File: config.mk
export PLATFORM = sky130hd
export DESIGN_NAME = memory_port_arbiter
export DESIGN_NICKNAME = d
export VERILOG_FILES = /design/src/rtl/memory_port_arbiter.sv
export SDC_FILE = /design/constraint.sdc
export NUM_CORES = 1
export LEC_CHECK = 0
export CAP_MARGIN = 20
export CORE_ASPECT_RATIO = 0.6
export CORE_MARGIN = 5
export CORE_UTILIZATION = 40
export DETAILED_ROUTE_END_ITERATION = 10
export GPL_TIMING_DRIVEN = 0
export MAX_ROUTING_LAYER = met4
export PLACE_DENSITY = 0.78
export SLEW_MARGIN = 20
export SYNTH_ARGS = -nofsm -noshare
export SYNTH_HDL_FRONTEND = slang
export SYNTH_SLANG_ARGS = --single-unit
export TNS_END_PERCENT = 1
File: constraint.sdc
create_clock -name clock -period 5.5 [get_ports clock]
set_clock_uncertainty 0.15 [all_clocks]
set_input_delay 1.1 -clock clock [delete_from_list [all_inputs] [get_ports clock]]
set_output_delay 1.1 -clock clock [all_outputs]
set_load 0.02 [all_outputs]
File: src/rtl/memory_port_arbiter.sv
// Shares one unified memory port between instruction fetch and the load/store unit.
// Data wins arbitration, fetch is protected by a bounded starvation count, and every
// access is aborted with an error if memory stays silent for TIMEOUT_CYCLES cycles.
module memory_port_arbiter #(
  parameter int unsigned ADDR_WIDTH         = 32,
  parameter int unsigned DATA_WIDTH         = 32,
  parameter int unsigned TIMEOUT_CYCLES     = 255,
  parameter int unsigned FETCH_STARVE_LIMIT = 4
) (
  input  logic                    clock,
  input  logic                    reset,
  input  logic                    fetchRequest,
  input  logic [ADDR_WIDTH-1:0]   fetchAddress,
  output logic                    fetchGrant,
  output logic [DATA_WIDTH-1:0]   fetchData,
  output logic                    fetchError,
  input  logic                    dataRequest,
  input  logic                    dataWrite,
  input  logic [ADDR_WIDTH-1:0]   dataAddress,
  input  logic [DATA_WIDTH-1:0]   dataWriteData,
  input  logic [DATA_WIDTH/8-1:0] dataByteEnable,
  output logic                    dataGrant,
  output logic [DATA_WIDTH-1:0]   dataReadData,
  output logic                    dataError,
  output logic                    memRequest,
  output logic                    memWrite,
  output logic [ADDR_WIDTH-1:0]   memAddress,
  output logic [DATA_WIDTH-1:0]   memWriteData,
  output logic [DATA_WIDTH/8-1:0] memByteEnable,
  input  logic                    memReady,
  input  logic [DATA_WIDTH-1:0]   memReadData,
  output logic                    stallControl
);

  localparam int unsigned BeWidth     = DATA_WIDTH / 8;
  localparam int unsigned TimerWidth  = $clog2(TIMEOUT_CYCLES + 1);
  localparam int unsigned StarveWidth = $clog2(FETCH_STARVE_LIMIT + 1);
  localparam logic [TimerWidth-1:0]  TimeoutLast = TimerWidth'(TIMEOUT_CYCLES - 1);
  localparam logic [StarveWidth-1:0] StarveMax   = StarveWidth'(FETCH_STARVE_LIMIT);

  typedef enum logic [1:0] {StIdle, StFetch, StData, StDone} state_e;

  state_e                  r_state, w_state_next;
  logic [TimerWidth-1:0]   r_timer, w_timer_next;
  logic [StarveWidth-1:0]  r_starve, w_starve_next;
  logic                    r_mem_request, w_mem_request_next;
  logic                    r_mem_write, w_mem_write_next;
  logic [ADDR_WIDTH-1:0]   r_mem_address, w_mem_address_next;
  logic [DATA_WIDTH-1:0]   r_mem_wdata, w_mem_wdata_next;
  logic [BeWidth-1:0]      r_mem_be, w_mem_be_next;
  logic                    r_fetch_grant, w_fetch_grant_next;
  logic [DATA_WIDTH-1:0]   r_fetch_data, w_fetch_data_next;
  logic                    r_fetch_error, w_fetch_error_next;
  logic                    r_data_grant, w_data_grant_next;
  logic [DATA_WIDTH-1:0]   r_data_rdata, w_data_rdata_next;
  logic                    r_data_error, w_data_error_next;
  logic                    w_data_wins;
  logic [DATA_WIDTH-1:0]   w_rsp_data;
  logic                    w_rsp_error;
  logic                    w_finish;

  // Data normally wins; once fetch has lost FETCH_STARVE_LIMIT times in a row it gets one turn.
  // A saturated count with no fetch pending must not block data, otherwise the port deadlocks.
  assign w_data_wins = dataRequest && (!fetchRequest || (r_starve < StarveMax));

  // Next-state, payload latching, completion and timeout handling.
  always_comb begin
    w_state_next       = r_state;
    w_timer_next       = r_timer;
    w_starve_next      = r_starve;
    w_mem_request_next = r_mem_request;
    w_mem_write_next   = r_mem_write;
    w_mem_address_next = r_mem_address;
    w_mem_wdata_next   = r_mem_wdata;
    w_mem_be_next      = r_mem_be;
    w_fetch_grant_next = 1'b0;
    w_fetch_data_next  = '0;
    w_fetch_error_next = 1'b0;
    w_data_grant_next  = 1'b0;
    w_data_rdata_next  = '0;
    w_data_error_next  = 1'b0;
    w_rsp_data         = '0;
    w_rsp_error        = 1'b0;
    w_finish           = 1'b0;

    unique case (r_state)
      StIdle: begin
        if (w_data_wins) begin
          w_state_next       = StData;
          w_timer_next       = '0;
          w_mem_request_next = 1'b1;
          w_mem_write_next   = dataWrite;
          w_mem_address_next = dataAddress;
          w_mem_wdata_next   = dataWriteData;
          w_mem_be_next      = dataByteEnable;
          if (fetchRequest && (r_starve < StarveMax)) begin
            w_starve_next = r_starve + 1'b1;
          end
        end else if (fetchRequest) begin
          w_state_next       = StFetch;
          w_timer_next       = '0;
          w_starve_next      = '0;
          w_mem_request_next = 1'b1;
          w_mem_write_next   = 1'b0;
          w_mem_address_next = fetchAddress;
          w_mem_wdata_next   = '0;
          w_mem_be_next      = '1;
        end
      end
      StFetch, StData: begin
        if (memReady) begin
          w_finish   = 1'b1;
          w_rsp_data = r_mem_write ? '0 : memReadData;
        end else if (r_timer == TimeoutLast) begin
          w_finish    = 1'b1;
          w_rsp_error = 1'b1;
        end else begin
          w_timer_next = r_timer + 1'b1;
        end
        if (w_finish) begin
          w_state_next       = StDone;
          w_mem_request_next = 1'b0;
          if (r_state == StData) begin
            w_data_grant_next = 1'b1;
            w_data_rdata_next = w_rsp_data;
            w_data_error_next = w_rsp_error;
          end else begin
            w_fetch_grant_next = 1'b1;
            w_fetch_data_next  = w_rsp_data;
            w_fetch_error_next = w_rsp_error;
          end
        end
      end
      StDone: begin
        w_state_next = StIdle;
      end
      default: begin
        w_state_next = StIdle;
      end
    endcase
  end

  // State and output registers with synchronous active-low reset.
  always_ff @(posedge clock) begin
    if (!reset) begin
      r_state       <= StIdle;
      r_timer       <= '0;
      r_starve      <= '0;
      r_mem_request <= 1'b0;
      r_mem_write   <= 1'b0;
      r_mem_address <= '0;
      r_mem_wdata   <= '0;
      r_mem_be      <= '0;
      r_fetch_grant <= 1'b0;
      r_fetch_data  <= '0;
      r_fetch_error <= 1'b0;
      r_data_grant  <= 1'b0;
      r_data_rdata  <= '0;
      r_data_error  <= 1'b0;
    end else begin
      r_state       <= w_state_next;
      r_timer       <= w_timer_next;
      r_starve      <= w_starve_next;
      r_mem_request <= w_mem_request_next;
      r_mem_write   <= w_mem_write_next;
      r_mem_address <= w_mem_address_next;
      r_mem_wdata   <= w_mem_wdata_next;
      r_mem_be      <= w_mem_be_next;
      r_fetch_grant <= w_fetch_grant_next;
      r_fetch_data  <= w_fetch_data_next;
      r_fetch_error <= w_fetch_error_next;
      r_data_grant  <= w_data_grant_next;
      r_data_rdata  <= w_data_rdata_next;
      r_data_error  <= w_data_error_next;
    end
  end

  assign fetchGrant    = r_fetch_grant;
  assign fetchData     = r_fetch_data;
  assign fetchError    = r_fetch_error;
  assign dataGrant     = r_data_grant;
  assign dataReadData  = r_data_rdata;
  assign dataError     = r_data_error;
  assign memRequest    = r_mem_request;
  assign memWrite      = r_mem_write;
  assign memAddress    = r_mem_address;
  assign memWriteData  = r_mem_wdata;
  assign memByteEnable = r_mem_be;
  assign stallControl  = dataRequest && !r_data_grant;

endmodule

Word level (Yosys, flattened, before mapping) --
Cells that the tools add are included.
Word-level totals: input port bits 138, flip-flop bits (word level) 151, word-level logic and storage cells 79, output and inout port bits 139
Operators by class: reductions and logical operators 18, muxes and demuxes 32, add/subtract/negate cells 2, $lt $le $gt $ge 1, equality and inequality tests 9, bitwise gates (word level) 3
Operators by type and width (number):
- 32-bit 2-to-1 mux | 6
- 8-bit 2-to-1 mux | 4
- 8-bit one-hot mux with 2 select lines | 1
- 1-bit 2-to-1 mux | 11
- 3-bit 2-to-1 mux | 3
- 3-bit AND reduction | 3
- 8-bit by 1-bit adder with 8-bit output (second input constant) | 1
- 8-bit == test (second input constant) | 1
- 4-bit 2-to-1 mux | 2
- 4-bit AND reduction | 2
- 2-bit 2-to-1 mux | 3
- 2-bit != test (second input constant) | 3
- 2-bit one-hot mux with 3 select lines | 1
- 2-bit == test (second input constant) | 2
- 2-bit AND reduction | 2
- 2-bit nonzero test | 2
- 4-bit OR reduction | 1
- 3-bit by 1-bit adder with 3-bit output (second input constant) | 1
- 1-bit logical AND | 3
- 3-bit less-than comparator (second input constant) | 1
- 3-bit != test (second input constant) | 1
- 1-bit inverter | 3
- 2-bit by 1-bit == test with 1-bit output (second input constant) | 1
- 1-bit zero test | 2
- 5 further kinds | 5

Longest topological paths before layout --
Gate-level depths: netlist of the first run.
depth after elaboration 6, gate-level depth with buffers 8, mapped depth without buffers 6

Least setup slack after synthesis of the first run --
Ideal clock, no wire load.
kind input-to-output, from input port dataRequest, to output port stallControl, arrival time 1.427 ns, stages on the path 1, path slack 2.823 ns, data required time 4.250 ns, path buffers 0, path through nor2b_1
On the way: longest elaborated chain between the ends 1
Ends and longest elaborated chain:
- start: declaration | line 17 | input logic dataRequest,
- 1-bit logical AND | line 189 | assign stallControl = dataRequest && !r_data_grant;
- end: declaration | line 32 | output logic stallControl
Every way passes these cells.

Worst setup path after layout of the first run --
Same ends and word-level chain as after synthesis.

==> results of run 1 <==
cell type report:
type                    instances  share of cell area
inverters                       6             0.00249
flip-flops and latches        151               0.334
plain buffers                  45              0.0259
repair buffers                274               0.303
clock buffers                  18              0.0486
multi-input cells             307               0.241
well taps                     175              0.0242
clock inverters                14              0.0205
kinds of logic after synthesis:
group | Yosys count
muxes | 34
xor gates and xnor gates | 1
and+or+nand+nor | 167
AOI/OAI and AO/OA | 99
adders and majority gates | 6
DFF | 151
buffers and inverters | 51
worst paths after layout:
path | cells after the start | from | end | slack, ns
max reg2reg | 7 | r_state[1]$_SDFFE_PN0P_ | memAddress[20]$_SDFFE_PN0P_ | 3.42
max | 3 | dataRequest | stallControl | 1.78
min reg2reg | 2 | r_starve[2]$_SDFFE_PN0P_ | r_starve[2]$_SDFFE_PN0P_ | 0.33
min | 2 | r_starve[2]$_SDFFE_PN0P_ | r_starve[2]$_SDFFE_PN0P_ | 0.33
worst max-delay path: stages:
cell and delay, ns:
clkdlybuf4s50_1 0.57, nor2b_1 0.16, clkdlybuf4s50_1 0.64
per-stage QoR:
step | setup slack [ns] | cells | hold slack, ns | utilization | power [mW]
floorplan | 2.82 | 509 | 0.289 | - | 2.07
global placement | 1.78 | 958 | 0.304 | 0.624 | 2.61
detailed placement | 1.77 | 958 | 0.312 | 0.624 | 2.65
CTS | 1.77 | 990 | 0.322 | 0.670 | 3.86
global route | 1.68 | 990 | 0.363 | 0.670 | 4.03
finish | 1.78 | 990 | 0.328 | 0.670 | 3.83
Yosys cell counts (2+ instances only):
cell type / number
dfxtp_1: 151
and3_1: 65
nand2_1: 44
nor2b_1: 37
mux2i_1: 34
a22oi_1: 33
o211a_1: 32
clkbuf_1: 21
buf_4: 9
a31oi_1: 8
ha_1: 6
inv_1: 6
buf_1: 5
nor2_1: 5
o221a_2: 5
clkbuf_2: 4
nand3_1: 4
o21ai_0: 4
a21oi_1: 3
buf_2: 3
buf_6: 3
nand4_1: 3
a21boi_0: 2
a41oi_1: 2
and2_1: 2
nor3_1: 2
nor3b_1: 2
o21a_1: 2
o22ai_1: 2
registers in the layout, indices dropped and copies added (netlist names), 2 cells and up:
register       cells
dataReadData      32
r_starve           3
memAddress        32
memByteEnable      4
memWriteData      32
r_timer            8
r_state            2
fetchData         32
layer usage:
metal	global-route usage	wire length (µm)	vias to the layer above
met2	0.347	8340	156
met5	-	0	-
li1	-	-	2401
met3	0.0499	960	15
met4	0.0629	213	0
met1	0.291	8110	2401
report_power, final:
part | leakage, nW | internal (mW) | switching, mW
clock network | 0.299 | 0.704 | 0.496
registers | 1.23 | 1.26 | 0.0871
logic | 2.44 | 0.583 | 0.704
==> summary.txt, run 1 <==
Global routing
  – Gr ovfl total: 0
  – GRT Util Overall: 0.221
  – Pin count of the biggest net entering global routing: 17
  – Initial antenna violation count: 0
  – Vias in the first global route: ~5,300
  – First-pass GRT wire length: approximately 28 mm

STA
  – Fin crit share: 0.677
  – Setup_tns: 0 ns
  – Max_slew headroom: 0.648
  – Max frequency: about 270 MHz
  – Worst-margin pin slew: between 0.5 and 0.6 ns
  – RSZ-0062 raised after global routing: no
  – Hold Violations, Final: 0
  – # setup viols final: 0
  – Final max-slew violation count: 0
  – Crit path time final: 3.72 ns

Drt
  – DRC: 0
  – Via count: 4,973
  – WL/cell: 17.8 µm
  – First drt pass iteration count: 4
  – Antenna Nets Post-Route: 0
  – Detailed Route WL: about 18 mm
  – DR iter-0 viols: about 350
  – Vias/cell: around 5

Worst setup path
  – Critical Path End Type: output pin
  – CP arrival: 2.47 ns
  – Setup CP Type: in2out
  – Worst Path Required: between 4 and 5 ns
  – Crit path launch type: primary input
  – Max Fanout on Critical Path: 5

Floorplan
  – Die area: 16,200 µm²
  – Io pins: approximately 280
  – Die W: between 150 and 200 µm
  – # rows: 33
  – Die H: roughly 100 µm
  – CORE AREA: around 14,000 µm²
  – Initial Util: 0.404

Clock network
  – Total CTS buffers: 17
  – TritonCTS clock tree: done
  – Clock sinks: 151
  – Hold buffers post-CTS: 0
  – CTS max path bufs: 2
  – Root Driver: clkbuf_16
  – Clock slew at reported path FFs: approximately 0.060 ns
  – Latest clock arrival within the worst-skew pair: around 0.40 ns
  – # resized after CTS: 0
  – H-tree levels: 4
  – Post-CTS Repair Setup Buffers: 0

Synthesis
  – Unique masters post-synth: 39
  – Sequential fraction of the synthesis area: 0.554
  – Largest family of logic cells by synthesized area: simple AND/OR/NAND/NOR gates
  – Seq cells post-synth: ~150
  – Synth Area in Compound Gates: 0.151
  – Yosys synthesis warning count: 0
  – Leading post-synthesis cells by cell area: dfxtp_1, and3_1, mux2i_1
  – Synth Flop Type: dfxtp_1
  – Post-synthesis mux area share: 0.0624
  – Yosys top cell area share: 0.554
  – Synth Instances: 509
  – Yosys top cell by area: dfxtp_1
  – Syn_nets: about 650
  – Synth async-reset ratio: 0
  – Synth Area in Simple Gates: 0.170
  – Post-synthesis adder-cell area fraction: 0.0138
  – Synth Area in XOR/XNOR: 0.00160
  – Post-Syn Area: ~5500 µm²
  – EDFF count, synth: 0
  – Post-Synthesis Mean Instance Area: 10.7 µm²

Cells and area
  – Most frequent cells in the layout: clkdlybuf4s50_1, dfxtp_1, and3_1
  – Multi-input logic area: ~2200 µm²
  – Finished Cell Area: 9040 µm²
  – P&R area growth vs syn: 65.7%
  – Fin nets: roughly 950
  – Most common cell after layout, fill and taps aside: clkdlybuf4s50_1
  – Filler cells: 1,083
  – Share of layout cells above drive strength 1: 0.0736
  – Reg area: 3020 µm²
  – Diodes inserted: 0

Power and ir drop
  – Pleak: 3.98 nW
  – Peak supply drop: 0.000212 V
  – Pwr dens: 424 nW/µm²

Place
  – Placed cell area: around 8400 µm²
  – Port bufs: roughly 270
  – Dpl hpwl: between 10 and 15 mm
  – GP Congestion: approximately 0.83

Run
  – Max Cap Viol: 0

Run status
  – Status: complete, no violations

Hold path
  – Hold Path Class: reg2reg
Power figures use the tool's default switching activity.
==> inputs of run 2 (changes only) <==
--- a/config.mk
+++ b/config.mk
@@ -8,11 +8,11 @@
 export CAP_MARGIN = 20
 export CORE_ASPECT_RATIO = 0.6
 export CORE_MARGIN = 5
-export CORE_UTILIZATION = 40
+export CORE_UTILIZATION = 36
 export DETAILED_ROUTE_END_ITERATION = 10
 export GPL_TIMING_DRIVEN = 0
 export MAX_ROUTING_LAYER = met4
-export PLACE_DENSITY = 0.78
+export PLACE_DENSITY = 0.74
 export SLEW_MARGIN = 20
 export SYNTH_ARGS = -nofsm -noshare
 export SYNTH_HDL_FRONTEND = slang
==> constraint.sdc (replaced) <==
create_clock -name clock -period 3.4 [get_ports clock]
set_clock_uncertainty 0.15 [all_clocks]
set_input_delay 0.68 -clock clock [delete_from_list [all_inputs] [get_ports clock]]
set_output_delay 0.68 -clock clock [all_outputs]
set_load 0.02 [all_outputs]
==> run 2 against run 1 <==
Hold slack gained 0.0088 ns. Final cell count grew 2.3%. Routed wire length grew 2.2%. Global-route usage shrank 2.0 points. Critical path depth is the same. First-iteration DRC count shrank 4.9%. Via count shrank 0.42%. Largest power group unchanged.
==> summary.txt, run 2 (synthesis results as in run 1) <==
Drt
  – DR iter-0 viols: around 330
  – Detailed Route WL: 18.0 mm
  – Vias/cell: 4.89
  – DRC: 0
  – WL/cell: between 15 and 20 µm
  – Antenna Nets Post-Route: 0
  – Via count: approximately 5,000
  – First drt pass iteration count: 4

Worst setup path
  – CP arrival: slightly above 2 ns
  – Max Fanout on Critical Path: 5
  – Worst Path Required: 2.57 ns
  – Critical Path End Type: output pin
  – Cell Chain, Critical Path: clkdlybuf4s50_1 > nor2b_1 > clkdlybuf4s50_1
  – CP Buf/Inv Count: 2
  – Critical path's top delay family: buffers and inverters
  – Crit path launch type: primary input
  – Critical R2R Capture: memAddress[11]$_SDFFE_PN0P_
  – Reg2Reg Depth: 7
  – Highest-delay cell along the critical path: clkdlybuf4s50_1
  – Crit. path cell count: 3
  – Setup CP Type: in2out
  – Most frequent cell on the critical path: clkdlybuf4s50_1
  – Reg2Reg Setup Slack: 1.22 ns
  – Largest stage delay, worst path: between 0.6 and 0.7 ns
  – Reg2Reg Launch Point: r_state[1]$_SDFFE_PN0P_

Global routing
  – Initial antenna violation count: 0
  – Gr ovfl total: 0
  – Pin count of the biggest net entering global routing: 17
  – GRT Util Overall: 0.201
  – Vias in the first global route: a little over 5,000
  – First-pass GRT wire length: around 28 mm

Cells and area
  – Diodes inserted: 0
  – Most frequent cells in the layout: clkdlybuf4s50_1, dfxtp_1, and3_1
  – Multi-input logic area: roughly 2200 µm²
  – Most common cell after layout, fill and taps aside: clkdlybuf4s50_1
  – Fin nets: ~950
  – Core Util, Final: 0.622
  – Filler cells: around 1,200
  – P&R area growth vs syn: 67.2%
  – Share of layout cells above drive strength 1: 0.0736
  – Reg area: just over 3000 µm²

Clock network
  – TritonCTS clock tree: done
  – Total CTS buffers: 17
  – Latest clock arrival within the worst-skew pair: ~0.41 ns
  – # resized after CTS: 0
  – Root Driver: clkbuf_16
  – H-tree levels: 4
  – Post-CTS Repair Setup Buffers: 0
  – CTS max path bufs: 2
  – Clock slew at reported path FFs: roughly 0.06 ns
  – Hold buffers post-CTS: 0
  – Clock sinks: about 150

Floorplan
  – Die W: ~170 µm
  – Io pins: 277
  – Die area: roughly 18,000 µm²
  – Die H: roughly 110 µm
  – Initial Util: 0.372
  – CORE AREA: approximately 15,000 µm²
  – # rows: 34

Run status
  – Status: complete, no violations

Place
  – Port bufs: between 200 and 300
  – GP Congestion: around 0.85
  – Dpl hpwl: ~14 mm

STA
  – Worst-margin pin slew: 0.503 ns
  – RSZ-0062 raised after global routing: no
  – Hold Violations, Final: 0
  – Setup_tns: 0 ns
  – Max frequency: around 350 MHz
  – Max_slew headroom: 0.664
  – Final max-slew violation count: 0
  – Fin crit share: 0.840
  – # setup viols final: 0
  – Crit path time final: 2.86 ns

Power and ir drop
  – Pwr dens: roughly 700 nW/µm²
  – Internal power: 4.32 mW
  – Net switching power figure: between 2 and 2.5 mW
  – Share of power burned in registers: 0.340
  – Switching share of power: 0.326
  – Clk pwr share: 0.335
  – Combinational Power Share: 0.325
  – Peak supply drop: about 0.00037 V
  – Pleak: 4.01 nW

Hold path
  – Hold wc startpoint: r_timer[6]$_SDFFE_PN0P_
  – Hold Path Class: reg2reg
  – Hold EP: r_timer[6]$_SDFFE_PN0P_
  – Hold depth: 1

Run
  – Max Cap Viol: 0
## run 2: how the worst max path moves through the flow
stage	slack, ns	from	to
floorplan	1.40	fetchRequest	r_state[1]$_SDFFE_PN0P_
global placement	0.54	dataRequest	stallControl
detailed placement	0.55	dataRequest	stallControl
CTS	0.55	dataRequest	stallControl
global route	0.49	dataRequest	stallControl
finish	0.54	dataRequest	stallControl
## run 2: through the flow
stage	hold slack (ns)	power, mW	std cells	area, µm²	setup slack (ns)
after global placement	0.306	4.23	981	8450	0.545
after global routing	0.349	6.73	1013	9130	0.491
after detailed placement	0.317	4.29	981	8450	0.551
final	0.336	6.40	1013	9130	0.544
after floorplan	0.289	3.35	509	5460	1.40
after CTS	0.332	6.45	1013	9130	0.546
## run 2: power groups by stage
stage / clock network [mW] / registers (mW) / logic, mW
3_5_place_dp: 0 / 2.21 / 2.08
4_1_cts: 2.19 / 2.17 / 2.09
2_1_floorplan: 0 / 2.49 / 0.858
5_1_grt: 2.29 / 2.20 / 2.24
6_report: 2.15 / 2.17 / 2.08
3_3_place_gp: 0 / 2.19 / 2.04
## run 2: layout make-up
cell class                      instances  area share
Inverter                                6     0.00247
Clock buffer                           17      0.0466
Tap cell                              198      0.0271
Timing Repair Buffer                  274       0.301
Multi-Input combinational cell        307       0.239
Clock inverter                         15      0.0277
Buffer                                 45      0.0256
Sequential cell                       151       0.331
## run 2: worst reg2reg max path, stage by stage, from the launching register on
cell and delay [ns]:
dfxtp_1 0.33, inv_1 0.09, ha_1 0.14, buf_2 0.20
o21a_1 0.30, buf_2 0.29, buf_1 0.42, o211a_1 0.21
## run 2: routing by layer
metal / wire [µm] / vias up / share of wire / track usage
met1: 8360 / 2369 / 0.46 / 0.264
met4: 221 / 0 / 0.012 / 0.0539
li1: - / 2405 / - / -
met5: 0 / - / 0 / -
met3: 896 / 16 / 0.050 / 0.0453
met2: 8530 / 162 / 0.47 / 0.316
